### config.mk
export PLATFORM = sky130hd
export DESIGN_NAME = cdce_multi_ctrl
export DESIGN_NICKNAME = d
export VERILOG_FILES = /design/src/rtl/cdce_multi_ctrl.sv
export SDC_FILE = /design/constraint.sdc
export NUM_CORES = 1
export LEC_CHECK = 0
export CELL_PAD_IN_SITES_DETAIL_PLACEMENT = 1
export CELL_PAD_IN_SITES_GLOBAL_PLACEMENT = 1
export CORE_MARGIN = 1
export CORE_UTILIZATION = 44
export CTS_CLUSTER_SIZE = 24
export DETAILED_ROUTE_END_ITERATION = 6
export GPL_TIMING_DRIVEN = 0
export PLACE_DENSITY = 0.82
export SYNTH_ARGS = -nofsm -noshare
export SYNTH_HDL_FRONTEND = slang
export SYNTH_SLANG_ARGS = --single-unit
### constraint.sdc
create_clock -name clk -period 2.9 [get_ports clk]
set_input_delay 0.29 -clock clk [delete_from_list [all_inputs] [get_ports clk]]
set_output_delay 0.29 -clock clk [all_outputs]
set_load 0.005 [all_outputs]
### src/rtl/cdce_multi_ctrl.sv
// Sequencer for several clock-synthesizer devices: issues config/powerdown/wakeup
// start pulses one device at a time, waits for lock after config, retries, and watches for lock loss.

module cdce_lock_mon (
  input  logic clk,
  input  logic rst_n,
  input  logic arm_set,
  input  logic arm_clr,
  input  logic lost_clr,
  input  logic svc,
  input  logic lock,
  output logic lost
);
  logic armed_q, armed_d, lost_q, lost_d;

  always_comb begin
    armed_d = (armed_q | arm_set) & ~arm_clr;
    // A device under service may legitimately drop lock; only idle devices are watched.
    lost_d  = (lost_q | (armed_q & ~lock & ~svc)) & ~lost_clr;
  end

  always_ff @(posedge clk or negedge rst_n) begin
    if (!rst_n) begin
      armed_q <= 1'b0;
      lost_q  <= 1'b0;
    end else begin
      armed_q <= armed_d;
      lost_q  <= lost_d;
    end
  end

  assign lost = lost_q;
endmodule

module cdce_multi_ctrl #(
  parameter int NUM_DEV   = 2,
  parameter int TIMER_W   = 12,
  parameter int MAX_RETRY = 3
) (
  input  logic               clk,
  input  logic               rst_n,
  input  logic               clk_en,
  input  logic               i_config,
  input  logic               i_powerdown,
  input  logic               i_wakeup,
  input  logic [NUM_DEV-1:0] i_dev_mask,
  output logic               o_busy,
  output logic               o_ack,
  output logic               o_err,
  output logic [NUM_DEV-1:0] o_fail_mask,
  output logic [NUM_DEV-1:0] o_dev_config,
  output logic [NUM_DEV-1:0] o_dev_sleep,
  output logic [NUM_DEV-1:0] o_dev_wakeup,
  input  logic [NUM_DEV-1:0] i_dev_tran_busy,
  input  logic [NUM_DEV-1:0] i_dev_pll_lock,
  output logic [NUM_DEV-1:0] o_lock_lost
);
  localparam int RW = (MAX_RETRY < 2) ? 1 : $clog2(MAX_RETRY + 1);
  localparam logic [NUM_DEV-1:0] D_ONE = 1;
  localparam logic [TIMER_W-1:0] T_ONE = 1;
  localparam logic [RW-1:0]      R_ONE = 1;

  typedef enum logic [2:0] {S_IDLE, S_START, S_WAIT_DONE, S_CHECK, S_NEXT, S_DONE} state_t;
  typedef enum logic [1:0] {OP_CFG, OP_PD, OP_WK} op_t;

  state_t             state_q, state_d;
  op_t                op_q, op_d;
  logic [NUM_DEV-1:0] pend_q, pend_d;
  logic [NUM_DEV-1:0] fail_q, fail_d;
  logic [NUM_DEV-1:0] busy_prev_q, busy_prev_d;
  logic [TIMER_W-1:0] timer_q, timer_d;
  logic [RW-1:0]      retry_q, retry_d;

  logic [NUM_DEV-1:0] cur_oh, svc, arm_set, arm_clr, lost_clr, rest;
  logic               one_req, lock_cur, fall_cur;

  always_comb begin
    // Two's-complement trick isolates the lowest pending device.
    cur_oh   = pend_q & (~pend_q + D_ONE);
    rest     = pend_q & ~cur_oh;
    one_req  = (i_config ^ i_powerdown ^ i_wakeup) & ~(i_config & i_powerdown & i_wakeup);
    lock_cur = |(cur_oh & i_dev_pll_lock);
    fall_cur = |(cur_oh & busy_prev_q & ~i_dev_tran_busy);

    state_d      = state_q;
    op_d         = op_q;
    pend_d       = pend_q;
    fail_d       = fail_q;
    busy_prev_d  = i_dev_tran_busy;
    timer_d      = timer_q;
    retry_d      = retry_q;
    arm_set      = '0;
    arm_clr      = '0;
    lost_clr     = '0;
    svc          = '0;
    o_ack        = 1'b0;
    o_err        = 1'b0;
    o_dev_config = '0;
    o_dev_sleep  = '0;
    o_dev_wakeup = '0;

    case (state_q)
      S_IDLE: begin
        if (one_req && (i_dev_mask != '0)) begin
          op_d    = i_config ? OP_CFG : (i_powerdown ? OP_PD : OP_WK);
          pend_d  = i_dev_mask;
          fail_d  = '0;
          retry_d = '0;
          state_d = S_START;
          if (i_config) lost_clr = i_dev_mask;
        end
      end
      S_START: begin
        svc     = cur_oh;
        timer_d = '1;
        case (op_q)
          OP_CFG:  o_dev_config = cur_oh;
          OP_PD:   begin o_dev_sleep = cur_oh; arm_clr = cur_oh; end
          default: o_dev_wakeup = cur_oh;
        endcase
        state_d = S_WAIT_DONE;
      end
      S_WAIT_DONE: begin
        svc     = cur_oh;
        timer_d = '1;
        if (fall_cur) state_d = (op_q == OP_CFG) ? S_CHECK : S_NEXT;
      end
      S_CHECK: begin
        svc = cur_oh;
        if (clk_en && (timer_q != '0)) timer_d = timer_q - T_ONE;
        if (lock_cur) begin
          arm_set = cur_oh;
          state_d = S_NEXT;
        end else if (timer_q == '0) begin
          if (int'(retry_q) < MAX_RETRY) begin
            retry_d = retry_q + R_ONE;
            state_d = S_START;
          end else begin
            fail_d  = fail_q | cur_oh;
            arm_clr = cur_oh;
            state_d = S_NEXT;
          end
        end
      end
      S_NEXT: begin
        svc     = cur_oh;
        pend_d  = rest;
        retry_d = '0;
        state_d = (rest != '0) ? S_START : S_DONE;
      end
      S_DONE: begin
        o_ack   = 1'b1;
        o_err   = |fail_q;
        state_d = S_IDLE;
      end
      default: state_d = S_IDLE;
    endcase
  end

  always_ff @(posedge clk or negedge rst_n) begin
    if (!rst_n) begin
      state_q     <= S_IDLE;
      op_q        <= OP_CFG;
      pend_q      <= '0;
      fail_q      <= '0;
      busy_prev_q <= '0;
      timer_q     <= '0;
      retry_q     <= '0;
    end else begin
      state_q     <= state_d;
      op_q        <= op_d;
      pend_q      <= pend_d;
      fail_q      <= fail_d;
      busy_prev_q <= busy_prev_d;
      timer_q     <= timer_d;
      retry_q     <= retry_d;
    end
  end

  cdce_lock_mon u_mon [NUM_DEV-1:0] (
    .clk      (clk),
    .rst_n    (rst_n),
    .arm_set  (arm_set),
    .arm_clr  (arm_clr),
    .lost_clr (lost_clr),
    .svc      (svc),
    .lock     (i_dev_pll_lock),
    .lost     (o_lock_lost)
  );

  assign o_busy      = (state_q != S_IDLE);
  assign o_fail_mask = fail_q;
endmodule

==> run_results.csv, run 1 <==
group,metric,value,unit
synth,synth_edf_count,0,
floorplanning,rows,22,
routing,ant_nets,0,
routing,viasPerCell,5.83,
sta,finalCritPeriodShare,83.8,%
setup_path,cp.arrival,2.14,ns
sta,slew_headroom,54.9,%
clock_network,postCtsHoldBufs,0,
routing,wl_per_cell,18.7,µm
sta,fin_skew,0.00519,ns
setup_path,cp_top_family,"simple AND/OR/NAND/NOR gates",
clock_network,cts_max_path_buffers,2,
floorplanning,ios,25,
placement,dpl_worst_slack,0.408,ns
global_routing,gr-usage-all-layers,26.5,%
routing,topRoutingLayerUsed,"met4",
synth,ys.flop_type,"dfrtp_1",
sta,finalSetupTns,0,ns
clock_network,path_clk_slew,0.06,ns
routing,met3_length,170,µm
clock_network,cts_htree_levels,2,
clock_network,postCtsSetupBuffers,0,
placement,dp.final_hpwl,3640,µm
cells_and_area,layout_common_cells,"dfrtp_1, clkdlybuf4s50_1, nand2_1",
sta,fin_ws,0.471,ns
setup_path,crit_top_cell,"nor2_1",
outcome,status,"finished clean",
synth,ys_seq_area_share,42.1,%
sta,rsz0062_at_grt,"no",
setup_path,crit_chain,"buf_2, nand2b_1, nor2_1, nand2_1, nor2_1, clkdlybuf4s50_1",
floorplanning,core-area,3720,µm²
synth,synthTopCellsByArea,"dfrtp_1, ha_1, nand2_1",
setup_path,critPathSlowestCell,"clkdlybuf4s50_1",
global_routing,first_global_vias,1708,
setup_path,cp_max_fo,10,
routing,drt_iter0_markers,79,
synth,synth.distinct_cells,54,
sta,fin_crit,2.43,ns
floorplanning,start_util,46.4,%
cells_and_area,final_common_cell,"dfrtp_1",
sta,hold_viol_final,0,
global_routing,grt_max_degree,30,
routing,dr_wl_met2,2420,µm
pwr,ir_drop,481,µV
sta,whs,0.0430,ns
flow_run,max_cap_violations,0,
synth,ys_seq_elements,29,
setup_path,critPathCaptureType,"primary output",
setup_path,critical_path_buf_inv_count,2,
routing,firstDrtPassIters,4,
pwr,p_per_area,748,nW/µm²
synth,async_reset_ff_share,100,%
synth,post-synth-top-area-cell,"dfrtp_1",
placement,place.gp.congestion,0.794,
clock_network,cts_buffers,5,
hold_path,worstHoldPathType,"primary input to asynchronous set/reset pin",
synth,synth.avg_cell_area,9.26,µm²
cells_and_area,drive_gt1_share,11.9,%
routing,post-route-drc-count,0,
floorplanning,die_w,64.6,µm
sta,slew_violations,0,
routing,wl,4960,µm
cells_and_area,antenna_cells,0,
synth,synth_top_area_share,42.1,%
setup_path,cpPeakStageDelay,0.55,ns
clock_network,cts-root-buf,"clkbuf_8",
setup_path,crit_type,"register to primary output",
global_routing,grt_pass1_wl,8220,µm
clock_network,clk_latency,0.28,ns
cells_and_area,final_util,56.5,%
placement,post_dp_cell_area,2020,µm²
cells_and_area,nets,235,
synth,netlist_area,1720,µm²
floorplanning,dieArea,4170,µm²
setup_path,required,2.61,ns
global_routing,grt_remaining_overflow,0,
synth,synth_nets,204,
routing,m1WireLength,2260,µm
setup_path,critPathLaunchType,"register",
clock_network,cts_resized,0,
sta,tightest_slew,0.677,ns
cells_and_area,final_area,2100,µm²
synth,yosysWarnings,0,
global_routing,antenna_found_initial,0,
clock_network,cts.sinks,29,
pwr,leakage,0.000857,µW
floorplanning,die_y,64.6,µm
placement,portBuffers,24,
clock_network,cts_tree,"done",
routing,vias,1552,
sta,fmax,412,MHz
synth,syn-instance-count,186,
cells_and_area,syn_to_final_growth,21.8,%
sta,setup_viol,0,
cell families (layout without fill, tap and decap cells):
logic type,count (synthesis),count (layout),synth area share [%]
compound gates,48,48,19.2
xor+xnor,5,5,2.54
fa+ha+maj,6,6,4.36
buf+inv,15,47,4.36
flops,29,29,42.1
mux,4,4,2.54
simple gates,79,79,24.9
per-layer routing:
layer  track usage, %  vias up
met5                0        -
met4             12.5        0
met3             5.28       12
met2             42.6       35
met1             34.1      777
li1                 -      728
sequential cells by signal (all words and copies together), names as in the netlist:
register and cells:
u_mon.lost 2, op_q 2, state_q 3, retry_q 2, busy_prev_q 2, pend_q 2, timer_q 12, u_mon.armed_q 2
o_fail_mask 2
layout make-up:
type	count	area (µm²)
inverters	7	26.3
well taps	48	60.1
fillers	450	1620
multi-input cells	142	922
flip-flops and latches	29	726
repair buffers	24	235
plain buffers	8	48.8
clock buffers	8	80.1
report_power, final:
| part | internal, µW | leakage, µW | switching [µW] | total [µW] |
|---|---|---|---|---|
| Clock | 170 | 0.0000395 | 148 | 318 |
| Sequential | 485 | 0.000313 | 71.2 | 556 |
| Combinational | 287 | 0.000505 | 407 | 695 |
| Total | 942 | 0.000857 | 626 | 1570 |
worst paths after layout:
check / cells after the start / slack (ns) / to / startpoint
worst min register to register: 1 / 0.55 / retry_q[1] / retry_q[1]
worst min-delay path: 1 / 0.04 / timer_q[2] / rst_n
worst max register to register: 7 / 0.82 / retry_q[0] / timer_q[0]
max in group asynchronous: 1 / 2.42 / o_fail_mask[0] / rst_n
worst max-delay path: 6 / 0.47 / o_dev_sleep[0] / state_q[1]
min in group clk: 1 / 0.48 / busy_prev_q[0] / i_dev_tran_busy[0]
cell usage after synthesis, types with 2 or more instances:
master    number
nor3_1         4
nor3_2         2
ha_1           6
nand3_1        5
a21oi_1       12
a211oi_1       2
nand3b_1       3
mux2_2         3
o22a_1         2
nor2b_1        3
o21ai_1        3
buf_4          4
a22o_1         2
nor2_1        18
xor2_1         4
nand2b_1       3
a31oi_1        7
o21a_1         2
nand2_1       20
and2_1         2
o21ai_0        6
and3_1         5
inv_1          7
dfrtp_1       29
buf_2          3
stage by stage:
| step | total power, µW | instances |
|---|---|---|
| finish | 1570 | 266 |
| floorplan | 986 | 186 |
| global route | 1660 | 266 |
| detailed placement | 1240 | 258 |
| global placement | 1190 | 258 |
| CTS | 1570 | 266 |
(Power assumes the default switching activity.)
==> run 2, diff against run 1 <==
CORE_UTILIZATION = 37   (was 44)
PLACE_DENSITY = 0.73   (was 0.82)
clock period = 1.9 ns   (was 2.9 ns; I/O delays follow)
==> run 2 against run 1 <==
Against the previous run: utilization down 6.8 points; wire length is 1.4% lower; hold slack got worse by 0.11 ns; clock skew grew 0.00058 ns; the flow now finishes with violations (hold timing).
==> run_results.csv, run 2 (synthesized netlist as in run 1, its figures left out) <==
group,metric,value,unit
routing,firstDrtPassIters,4,
setup_path,critical_path_buf_inv_count,2,
floorplanning,die_w,70.2,µm
setup_path,critPathCaptureType,"primary output",
clock_network,cts.sinks,29,
setup_path,cp_top_family,"buffers and inverters",
cells_and_area,final_common_cell,"dfrtp_1",
global_routing,first_global_vias,1734,
clock_network,clk_latency,0.29,ns
sta,slew_headroom,54.9,%
sta,tightest_slew,0.677,ns
clock_network,cts_htree_levels,2,
floorplanning,start_util,39.0,%
outcome,status,"complete, but fails checks",
clock_network,path_clk_slew,0.07,ns
routing,post-route-drc-count,0,
routing,wl,4890,µm
outcome,violations,"hold timing",
pwr,p_per_area,1130,nW/µm²
setup_path,critPathSlowestCell,"clkdlybuf4s50_1",
sta,fmax,547,MHz
global_routing,grt_pass1_wl,8440,µm
setup_path,cp.arrival,1.64,ns
floorplanning,rows,24,
sta,whs,-0.0625,ns
global_routing,grt_remaining_overflow,0,
setup_path,cp_max_fo,10,
floorplanning,die_y,70.2,µm
setup_path,critPathLaunchType,"register",
setup_path,ff2ff_path_depth,5,
placement,dpl_worst_slack,-0.456,ns
sta,slew_violations,0,
floorplanning,core-area,4410,µm²
cells_and_area,final_area,2190,µm²
placement,dp.final_hpwl,3540,µm
sta,setup_viol,0,
routing,vias,1566,
flow_run,max_cap_violations,0,
setup_path,ff2ff_setup_slack,0.09,ns
clock_network,cts_tree,"done",
cells_and_area,antenna_cells,0,
clock_network,cts_buffers,5,
setup_path,cpPeakStageDelay,0.51,ns
pwr,ir_drop,436,µV
global_routing,gr-usage-all-layers,21.9,%
cells_and_area,num-fill-cells,511,
clock_network,cts-root-buf,"clkbuf_8",
floorplanning,dieArea,4930,µm²
sta,finalCritPeriodShare,96.2,%
cells_and_area,register_area,726,µm²
sta,fin_ws,0.0725,ns
routing,viasPerCell,5.69,
setup_path,crit_chain,"buf_4, nand2b_4, nor2_4, clkdlybuf4s50_1",
hold_path,worstHoldPathType,"primary input to asynchronous set/reset pin",
routing,wl_per_cell,17.8,µm
sta,fin_crit,1.83,ns
clock_network,cts_max_path_buffers,2,
setup_path,r2r-end,"timer_q[9]",
cells_and_area,largest_reg_flops,12,
sta,rsz0062_at_grt,"yes",
setup_path,crit_type,"register to primary output",
placement,post_dp_cell_area,2030,µm²
global_routing,antenna_found_initial,0,
cells_and_area,multi_input_area,975,µm²
routing,drt_iter0_markers,83,
setup_path,required,1.71,ns
sta,fin_skew,0.00577,ns
setup_path,reg2reg_from,"timer_q[6]",
placement,place.gp.congestion,0.804,
pwr,leakage,0.000965,µW
cells_and_area,drive_gt1_share,19.3,%
cells_and_area,syn_to_final_growth,27.2,%
clock_network,postCtsHoldBufs,0,
global_routing,grt_max_degree,30,
sta,hold_viol_final,29,
routing,ant_nets,0,
cells_and_area,nets,240,
cells_and_area,top_regs,"timer_q: 12 flops, state_q: 3 flops",
placement,portBuffers,24,
cells_and_area,layout_common_cells,"dfrtp_1, nand2_1, nor2_1, clkdlybuf4s50_1, a21oi_1",
floorplanning,ios,25,
cells_and_area,regMostFlops,"timer_q",
==> run 2: changes by cell type in the layout (fill, tap and decap cells not counted), sizes merged <==
cell	change
buf	+5
clkbuf	-3
clkdlybuf4s50	-9
clkinv	+2
clkinvlp	+1
dlygate4sd2	+9
==> run 2: power by group <==
group | internal, µW | switching [µW]
sequential | 740 | 124
clock | 252 | 260
combinational | 475 | 618
total | 1470 | 1000
==> run 2: stage by stage <==
stage	cells	TNS (ns)	total power [µW]	hold slack (ns)	util (%)
global route	275	-0.0223	2640	0.00130	49.7
floorplan	186	0	1510	-0.106	-
detailed placement	262	-3.21	1880	0.507	45.9
CTS	273	0	2460	0.311	49.0
global placement	262	-2.46	1830	0.493	45.9
finish	275	0	2470	-0.0625	49.7
==> run 2: routing by layer <==
| metal | up-vias | part of all wire (%) | global-route usage, % |
|---|---|---|---|
| met3 | 7 | 4.4 | 5.48 |
| met1 | 796 | 44 | 28.4 |
| met2 | 29 | 50 | 35.2 |
| li1 | 734 | - | - |
| met4 | 0 | 1.8 | 7.78 |
| met5 | - | 0 | 0 |
==> run 2: worst max-delay path by stage <==
stage / slack, ns / to / depth (start not counted) / start
after floorplan: 0.20 / retry_q[0] / 7 / timer_q[0]
after global placement: -0.42 / op_q[0] / 7 / i_config
after detailed placement: -0.46 / retry_q[0] / 8 / i_config
after CTS: 0.03 / timer_q[1] / 7 / timer_q[0]
after global routing: -0.01 / o_busy / 4 / state_q[0]
final: 0.07 / o_ack / 4 / state_q[1]
==> run 2: layout make-up <==
| cell class | instances | share of cell area (%) |
|---|---|---|
| multi-input cells | 142 | 44.5 |
| clock buffers | 5 | 3.14 |
| inverters | 7 | 1.20 |
| flip-flops and latches | 29 | 33.1 |
| repair buffers | 29 | 11.9 |
| well taps | 52 | 2.97 |
| clock inverters | 3 | 0.799 |
| plain buffers | 8 | 2.40 |
==> run 2: what timing repair did <==
action | in CTS | in global routing
endpoints found under the hold margin | 0 | 0
setup buffers | 3 | 2
pin swaps | 3 | 2
resized for setup | 21 | 3
setup endpoints to repair | 18 | 14
==> run 3, diff against run 2 <==
CTS_BUF_LIST = sky130_fd_sc_hd__clkbuf_16   (was default)
REMOVE_ABC_BUFFERS = 1   (was default)
==> run 3 against run 2 <==
Against the previous run: combinational power grew 9%; cell area is 4.9% higher; utilization rose by 2.4 points; wire length grew 6.5%; global-route usage rose by 0.11 points; the flow still finishes with violations (hold timing); maximum frequency is 1.7% lower; clock power rose by 41%; count of clock-buffer cells in the layout is the same; die area unchanged; first-iteration DRC count shrank 9.6%.
==> run_results.csv, run 3 (synthesized netlist as in run 1, its figures left out) <==
group,metric,value,unit
global_routing,grt_pass1_wl,8380,µm
sta,whs,-0.0472,ns
clock_network,cts_htree_levels,2,
setup_path,required,1.71,ns
cells_and_area,num-fill-cells,504,
routing,firstDrtPassIters,4,
global_routing,grt_max_degree,30,
setup_path,critPathLaunchType,"register",
placement,dp.final_hpwl,3420,µm
global_routing,first_global_vias,1750,
cells_and_area,drive_gt1_share,23.5,%
cells_and_area,register_area,732,µm²
setup_path,critPathCaptureType,"primary output",
sta,finalCritPeriodShare,97.8,%
floorplanning,start_util,39.0,%
sta,slew_headroom,55.2,%
routing,post-route-drc-count,0,
sta,setup_viol,0,
sta,rsz0062_at_grt,"yes",
placement,place.gp.congestion,0.797,
setup_path,cp_max_fo,4,
placement,portBuffers,24,
clock_network,clk_latency,0.27,ns
routing,wl_per_cell,18.7,µm
sta,fin_skew,0.00381,ns
placement,dpl_worst_slack,-0.524,ns
clock_network,cts_buffers,5,
floorplanning,die_y,70.2,µm
pwr,leakage,0.00103,µW
outcome,violations,"hold timing",
sta,fin_ws,0.0409,ns
cells_and_area,nets,244,
clock_network,cts_max_path_buffers,2,
sta,finalSetupTns,0,ns
hold_path,worstHoldPathType,"primary input to asynchronous set/reset pin",
routing,wl,5210,µm
routing,ant_nets,0,
floorplanning,dieArea,4930,µm²
clock_network,path_clk_slew,0.05,ns
global_routing,antenna_found_initial,0,
global_routing,gr-usage-all-layers,22.0,%
cells_and_area,final_common_cell,"dfrtp_1",
clock_network,cts-root-buf,"clkbuf_16",
cells_and_area,antenna_cells,0,
sta,fmax,538,MHz
floorplanning,die_w,70.2,µm
sta,fin_crit,1.86,ns
pwr,p_per_area,1220,nW/µm²
sta,hold_viol_final,29,
cells_and_area,syn_to_final_growth,33.4,%
cells_and_area,regMostFlops,"timer_q",
global_routing,grt_remaining_overflow,0,
cells_and_area,largest_reg_flops,12,
clock_network,cts_tree,"done",
sta,slew_violations,0,
floorplanning,ios,25,
cells_and_area,top_regs,"timer_q: 12 flops, state_q: 3 flops",
setup_path,crit_type,"register to primary output",
clock_network,cts.sinks,29,
sta,tightest_slew,0.671,ns
routing,vias,1597,
routing,viasPerCell,5.74,
pwr,ir_drop,484,µV
floorplanning,core-area,4410,µm²
outcome,status,"complete, but fails checks",
routing,drt_iter0_markers,75,
floorplanning,rows,24,
cells_and_area,layout_common_cells,"dfrtp_1, nand2_1, clkdlybuf4s50_1, buf_4, nor2_1",
flow_run,max_cap_violations,0,
setup_path,cp.arrival,1.67,ns
cells_and_area,multi_input_area,976,µm²
==> run 3: changes by cell type in the layout (fill, tap and decap cells not counted), sizes merged <==
cell and delta:
buf +5, clkdlybuf4s50 +3, dlygate4sd2 -6, clkinvlp -1, clkbuf -1, inv +1
clkinv -1, dlymetal6s2s +3
==> run 3: worst paths after layout <==
check / from / end / slack [ns] / depth (start not counted)
setup reg to reg: timer_q[1] / timer_q[6] / 0.05 / 7
setup / recovery: state_q[1] / o_dev_wakeup[0] / 0.04 / 4
hold reg to reg: retry_q[1] / retry_q[1] / 0.53 / 1
hold / removal: rst_n / timer_q[3] / -0.05 / 1
min in group clk: i_config / u_mon[1].lost / 0.34 / 2
max in group asynchronous: rst_n / state_q[1] / 1.47 / 1
==> run 3: worst max-delay path: stages, from the launching register on <==
cell,delay [ns]
dfrtp_2,0.41
nand2b_4,0.18
nor2_4,0.12
and3_1,0.18
clkdlybuf4s50_1,0.50
==> run 3: per-layer routing <==
metal	routed length (µm)	part of all wire [%]	global-route usage (%)
met5	0	0	0
met4	65	1.2	8.89
met3	195	3.7	5.48
met2	2630	50	37.0
met1	2320	45	26.7
==> run 3: area by class of cell <==
type	instances	area share (%)
multi-input cells	142	42.5
well taps	52	2.83
inverters	7	1.14
clock inverters	2	0.327
flip-flops and latches	29	31.8
clock buffers	5	5.44
repair buffers	41	15.9
==> run 3: power by group <==
part           internal, µW  switching [µW]  leakage (µW)
registers               749             147      0.000308
clock network           466             256     0.0000685
logic                   540             650      0.000653
==> run 3: timing repair <==
item,4_1_cts,5_1_grt
pin swaps,1,3
resized for setup,17,11
buffers inserted,11,6
hold buffers,0,0
endpoints found under the setup margin,20,17
==> run 3: metrics by stage <==
step           cells  hold WS [ns]  total power, µW  utilization, %  area (µm²)
2_1_floorplan    178        -0.106             1440               -        1670
3_3_place_gp     254         0.498             1760            44.8        1980
3_5_place_dp     254         0.528             1830            44.8        1980
4_1_cts          272         0.337             2740            50.6        2230
5_1_grt          278       0.00659             2970            52.1        2300
6_report         278       -0.0472             2810            52.1        2300
